`config.mk`:
```
export PLATFORM = sky130hd
export DESIGN_NAME = idex_stage
export DESIGN_NICKNAME = d
export VERILOG_FILES = /design/src/rtl/idex_stage.sv
export SDC_FILE = /design/constraint.sdc
export NUM_CORES = 1
export LEC_CHECK = 0
export ABC_AREA = 1
export CAP_MARGIN = 20
export CELL_PAD_IN_SITES_DETAIL_PLACEMENT = 1
export CELL_PAD_IN_SITES_GLOBAL_PLACEMENT = 2
export CORE_UTILIZATION = 16
export CTS_CLUSTER_DIAMETER = 50
export CTS_CLUSTER_SIZE = 25
export DETAILED_ROUTE_END_ITERATION = 8
export GPL_ROUTABILITY_DRIVEN = 0
export HOLD_SLACK_MARGIN = 0.15
export PLACE_DENSITY = 0.87
export SYNTH_ARGS = -nofsm -noshare
export SYNTH_HDL_FRONTEND = slang
export SYNTH_SLANG_ARGS = --single-unit
```
`constraint.sdc`:
```
create_clock -name clk -period 0.9 [get_ports clk]
set_input_delay 0.09 -clock clk [delete_from_list [all_inputs] [get_ports clk]]
set_output_delay 0.09 -clock clk [all_outputs]
set_load 0.01 [all_outputs]
```
`src/rtl/idex_stage.sv`:
```
// ID/EX pipeline register with execute-stage operand forwarding from M and W.
// Define IDEX_FWD_EN to build the forwarding selects; otherwise they are tied to 00.
module idex_stage #(
  parameter int XLEN    = 32,
  parameter int REGBITS = 5
) (
  input  logic               clk,
  input  logic               reset,
  input  logic               StallE,
  input  logic               FlushE,
  input  logic [XLEN-1:0]    RD1D,
  input  logic [XLEN-1:0]    RD2D,
  input  logic [XLEN-1:0]    ImmExtD,
  input  logic [XLEN-1:0]    PCD,
  input  logic [XLEN-1:0]    PCPlus4D,
  input  logic [REGBITS-1:0] Rs1D,
  input  logic [REGBITS-1:0] Rs2D,
  input  logic [REGBITS-1:0] RdD,
  input  logic [3:0]         ALUControlD,
  input  logic               ALUSrcD,
  input  logic               RegWriteD,
  input  logic               MemWriteD,
  input  logic               JumpD,
  input  logic               BranchD,
  input  logic [1:0]         ResultSrcD,
  input  logic [XLEN-1:0]    ALUResultM,
  input  logic [REGBITS-1:0] RdM,
  input  logic               RegWriteM,
  input  logic [XLEN-1:0]    ResultW,
  input  logic [REGBITS-1:0] RdW,
  input  logic               RegWriteW,
  output logic [XLEN-1:0]    SrcAE,
  output logic [XLEN-1:0]    SrcBE,
  output logic [3:0]         ALUControlE,
  output logic [XLEN-1:0]    WriteDataE,
  output logic [XLEN-1:0]    ImmExtE,
  output logic [XLEN-1:0]    PCE,
  output logic [XLEN-1:0]    PCPlus4E,
  output logic [REGBITS-1:0] Rs1E,
  output logic [REGBITS-1:0] Rs2E,
  output logic [REGBITS-1:0] RdE,
  output logic               RegWriteE,
  output logic               MemWriteE,
  output logic               JumpE,
  output logic               BranchE,
  output logic [1:0]         ResultSrcE,
  output logic [1:0]         ForwardAE,
  output logic [1:0]         ForwardBE
);

  logic [XLEN-1:0]    r_rd1, r_rd2, r_imm, r_pc, r_pcp4;
  logic [REGBITS-1:0] r_rs1, r_rs2, r_rd;
  logic [3:0]         r_aluctl;
  logic               r_alusrc, r_regwrite, r_memwrite, r_jump, r_branch;
  logic [1:0]         r_resultsrc;

  logic [1:0]         w_fwd_a, w_fwd_b;
  logic [XLEN-1:0]    w_src_a, w_wdata;

  // Clearing every register on flush yields an add with no side effects: a bubble.
  always_ff @(posedge clk) begin
    if (reset || FlushE) begin
      r_rd1       <= '0;
      r_rd2       <= '0;
      r_imm       <= '0;
      r_pc        <= '0;
      r_pcp4      <= '0;
      r_rs1       <= '0;
      r_rs2       <= '0;
      r_rd        <= '0;
      r_aluctl    <= '0;
      r_alusrc    <= 1'b0;
      r_regwrite  <= 1'b0;
      r_memwrite  <= 1'b0;
      r_jump      <= 1'b0;
      r_branch    <= 1'b0;
      r_resultsrc <= '0;
    end else if (!StallE) begin
      r_rd1       <= RD1D;
      r_rd2       <= RD2D;
      r_imm       <= ImmExtD;
      r_pc        <= PCD;
      r_pcp4      <= PCPlus4D;
      r_rs1       <= Rs1D;
      r_rs2       <= Rs2D;
      r_rd        <= RdD;
      r_aluctl    <= ALUControlD;
      r_alusrc    <= ALUSrcD;
      r_regwrite  <= RegWriteD;
      r_memwrite  <= MemWriteD;
      r_jump      <= JumpD;
      r_branch    <= BranchD;
      r_resultsrc <= ResultSrcD;
    end
  end

`ifdef IDEX_FWD_EN
  // Memory stage is checked first since it carries the younger result.
  always_comb begin
    w_fwd_a = 2'b00;
    if (RegWriteM && (RdM != '0) && (RdM == r_rs1))
      w_fwd_a = 2'b10;
    else if (RegWriteW && (RdW != '0) && (RdW == r_rs1))
      w_fwd_a = 2'b01;
  end

  always_comb begin
    w_fwd_b = 2'b00;
    if (RegWriteM && (RdM != '0) && (RdM == r_rs2))
      w_fwd_b = 2'b10;
    else if (RegWriteW && (RdW != '0) && (RdW == r_rs2))
      w_fwd_b = 2'b01;
  end
`else
  logic w_unused_fwd;
  assign w_unused_fwd = ^{RdM, RegWriteM, RdW, RegWriteW};
  assign w_fwd_a = 2'b00;
  assign w_fwd_b = 2'b00;
`endif

  always_comb begin
    w_src_a = r_rd1;
    case (w_fwd_a)
      2'b10:   w_src_a = ALUResultM;
      2'b01:   w_src_a = ResultW;
      default: w_src_a = r_rd1;
    endcase
  end

  always_comb begin
    w_wdata = r_rd2;
    case (w_fwd_b)
      2'b10:   w_wdata = ALUResultM;
      2'b01:   w_wdata = ResultW;
      default: w_wdata = r_rd2;
    endcase
  end

  assign SrcAE       = w_src_a;
  assign WriteDataE  = w_wdata;
  assign SrcBE       = r_alusrc ? r_imm : w_wdata;
  assign ForwardAE   = w_fwd_a;
  assign ForwardBE   = w_fwd_b;
  assign ALUControlE = r_aluctl;
  assign ImmExtE     = r_imm;
  assign PCE         = r_pc;
  assign PCPlus4E    = r_pcp4;
  assign Rs1E        = r_rs1;
  assign Rs2E        = r_rs2;
  assign RdE         = r_rd;
  assign RegWriteE   = r_regwrite;
  assign MemWriteE   = r_memwrite;
  assign JumpE       = r_jump;
  assign BranchE     = r_branch;
  assign ResultSrcE  = r_resultsrc;

endmodule

```
After elaboration in Yosys (flattened, before gate mapping)
Index checks and enable logic that the tools add are counted.

storage, ports and cells
  output and inout bits = 221
  register bits = 186
  RAM bits = 0
  bits in read-only memories = 0
  logic and storage cells = 17
  memories = 0
  bits in latches = 0

cells by class
  magnitude comparators = 0
  bitwise gates (word level) = 0
  add/subtract/negate cells = 0
  divide/modulo/power cells = 0
  shifts and indexed selects = 0
  reductions and logical operators = 1
  $mul = 0
  multiplexer cells = 1
  eq/ne operators = 0

operators with widths
  kind               number
  2-to-1 mux 32 bit  1
  logical OR 1 bit   1

Depth between registers and ports, before layout
  depth after elaboration = 1
  depth in mapped cells = 5
  mapped depth without buffers = 4

Worst setup path after synthesis
Ideal clock, no wire load.

  kind = register -> output
  start point = register r_alusrc
  end point = output port SrcBE[10]
  arrival time = 0.929 ns
  slack = -0.119 ns
  required time = 0.810 ns
  stages on the path, launching flop included = 5
  cells stage by stage = dfxtp_1 buf_2 clkbuf_1 nand2_1 o21ai_0

on the way
  cells in the longest elaborated chain, start to end = 1

RTL lines
  what                      RTL line  text
  start: declaration        54        logic r_alusrc, r_regwrite, r_memwrite, r_jump, r_branch;
  start signal: assignment  88        r_alusrc <= ALUSrcD;
  2-to-1 mux 32 bit         141       assign SrcBE = r_alusrc ? r_imm : w_wdata;
  end: declaration          33        output logic [XLEN-1:0] SrcBE,

No other way between the ends.

Worst setup path in the final report
Ends and elaborated chain as after synthesis.

==> run summary <==
Status = finished with violations
Failing checks = negative setup slack
Per-cell routed wire length = 15.1 µm
Detail-routed via count per cell = 3.81
CTS tree = done
H-Tree Depth = 4
Initial antenna violation count = 0
Max Buffers Root-to-Sink = 2
Die Width = 224 µm
Share of layout cells above drive strength 1 = 34.7%
Post-Syn Area per Cell = 6.29 µm²
Worst r2r path cells = 7
Compound-cell area share of the yosys netlist = 2.03%
Period minus WS final = 1570 ps
Largest family of logic cells by synthesized area = simple AND/OR/NAND/NOR gates
Sequential area share after synthesis = 47.2%
Final core utilization = 35.5%
Critical Path End Type = output port
Adder-cell share of the synthesized area = 0%
Clock latency on the worst-skew pair = 470 ps
Largest net degree at the start of global routing = 57
Die ar. = 50200 µm²
Crit Path Category = reg2out
Antenna fix cells = 0
Total grt overflow = 0
Achievable clock frequency = 0.636 GHz
Number of DRC markers in iteration 0 = 237
Leakage power = 8.14 nW
Pre-CTS WS = -717 ps
Commonest cells in the netlist = nand2_1, nor2_1, dfxtp_1, inv_1, buf_2
Crit path required time = 810 ps
Post-Synth Simple-Gate Area = 37.0%
Min Hold Slack = 131 ps
Port bufs = 406
Clock sink count = 186
Crit path DAT = 1480 ps
Drt pass-1 iters = 4
Global-route wire length before repair = 58000 µm
CP Cell Sequence = buf_12 -> clkbuf_16 -> o21ai_1 -> buf_2
Worst setup SP type = register
Count of final max-slew check failures = 0
Post-synthesis xor/xnor area fraction = 0%
Die H = 224 µm
Post-synth EDFFs = 0
Std-Cell Rows = 81
Crit path depth = 4
Overall routed net length = 39700 µm
Fill count = 5815
Min-Delay Path Class = in2reg
Tot GR Track Use = 15.0%
CTS buffer count = 17
DRC viols = 0
Mapped Cells = 1254
# nets final = 2219
Initial Utilization = 16.2%
Mux contribution to synthesized area = 0%
Yosys reg bits = 186
Post-Place Cells = 2391
Final std cells w/o fill = 2630
Synth cell types = 10
Cell with the most instances after synthesis = nand2_1
Layout area overhead = 119%
WP buf/inv = 3
Slowest-stage cell, CP = dfxtp_4
MaxCap Viol Count = 0
RSZ-0062 raised after global routing = true
Clk_skew = 0 ps
Fin crit share = 175%
CP peak stage delay = 370 ps
CP Max Fanout = 6
Min-Delay Path Depth = 5
DR vias = 10000
Main area contributors after synthesis = dfxtp_1, nand2_1, nor2_1, inv_1, buf_2
Ys async rst share = 0%
Root Buffer = clkbuf_16
Final setup viols = 224
CTS clk-pin slew, worst paths = 70 ps
Mapped cell area = 7890 µm²
Hold Fails Final Rpt = 0
Antenna Nets Post-Route = 0
IO Pins = 487
Pwr Density = 1290 nW/µm²
Core Area = 48700 µm²
Post-detail-place hpwl = 24300 µm
Family with the most delay on the worst path = buffers and inverters
Max VDD drop = 0.993 mV
Area share of the largest cell type after synthesis = 47.2%
Synth warnings = 0
Post-synth top area cell = dfxtp_1
Number of global-route vias before repair = 11000
Ys flop type = dfxtp_1
Setup ws final = -671 ps
==> sequential cells by signal (all words and copies together), names as in the netlist <==
signal / flops
ImmExtE: 32
r_alusrc: 1
ALUControlE: 4
Rs2E: 5
Rs1E: 5
JumpE: 1
PCE: 32
ResultSrcE: 2
RegWriteE: 1
RdE: 5
r_rd2: 32
BranchE: 1
r_rd1: 32
PCPlus4E: 32
MemWriteE: 1
==> path summary, 6_finish.rpt <==
check	start	endpoint	slack [ps]
hold / removal	StallE	PCE[30]$_SDFFE_PP0N_	130
setup / recovery	r_alusrc$_SDFFE_PP0N_	SrcBE[10]	-670
setup reg to reg	r_alusrc$_SDFFE_PP0N_	r_alusrc$_SDFFE_PP0N_	-190
hold reg to reg	PCE[5]$_SDFFE_PP0N_	PCE[5]$_SDFFE_PP0N_	520
==> layout by cell type, fill, tap and decap left out, drive strengths merged <==
| cell | instances |
|---|---|
| nor2 | 373 |
| bufinv | 3 |
| dlymetal6s4s | 4 |
| clkbuf | 28 |
| nand2 | 404 |
| clkinvlp | 2 |
| dfxtp | 186 |
| dlymetal6s2s | 2 |
| clkinv | 6 |
| conb | 4 |
| inv | 186 |
| clkdlybuf4s50 | 181 |
| o21ai | 32 |
| buf | 394 |
| dlygate4sd3 | 161 |
==> cell families after synthesis <==
family | Yosys count
AOI/OAI and AO/OA | 32
and+or+nand+nor | 777
DFF | 186
other | 1
buffers and inverters | 258
==> metrics by stage <==
| stage | TNS [ps] | power (mW) | area [µm²] |
|---|---|---|---|
| after floorplan | -240 | 10.4 | 7920 |
| after global placement | -100740 | 12.8 | 13600 |
| after detailed placement | -111010 | 12.9 | 13600 |
| after CTS | -67450 | 22.4 | 16800 |
| after global routing | -58080 | 23.4 | 17300 |
| final | -45790 | 22.3 | 17300 |
==> timing repair <==
action | in CTS | in global routing
endpoints found under the hold margin | 151 | 1
pin swaps | 5 | 26
buffers inserted | 13 | 35
hold buffers | 167 | 2
gates resized for setup | 1373 | 91
cloned | 4 | 6
endpoints found under the setup margin | 218 | 342
==> layer usage <==
layer / vias to the layer above / global-route usage (%) / wire length (µm)
li1: 4964 / - / -
met4: 0 / 6.65 / 1460
met3: 82 / 5.17 / 2700
met1: 4661 / 14.8 / 15000
met2: 311 / 28.1 / 20500
met5: - / 0 / 0
==> worst min-delay path, stage by stage <==
cell	delay, ps
buf_12	170
buf_12	160
nand2_1	50
nand2_1	50
nor2_1	30
==> power breakdown <==
part / switching (mW) / internal, mW / total (mW)
sequential: 0.298 / 8.64 / 8.94
clock: 3.60 / 4.65 / 8.26
combinational: 2.08 / 2.99 / 5.07
total: 5.98 / 16.3 / 22.3
==> cell type report <==
type                       instances  area (µm²)  share of cell area, %
sequential                       186        3980                   23.0
multi-input combinational        813        3340                   19.3
inverter                         186         706                   4.08
clock buffer                      21         480                   2.78
tap                              664         831                   4.80
clock inverter                    11         143                  0.824
timing repair buffer             749        7820                   45.2
No activity file was read; power rests on OpenSTA's default activity.
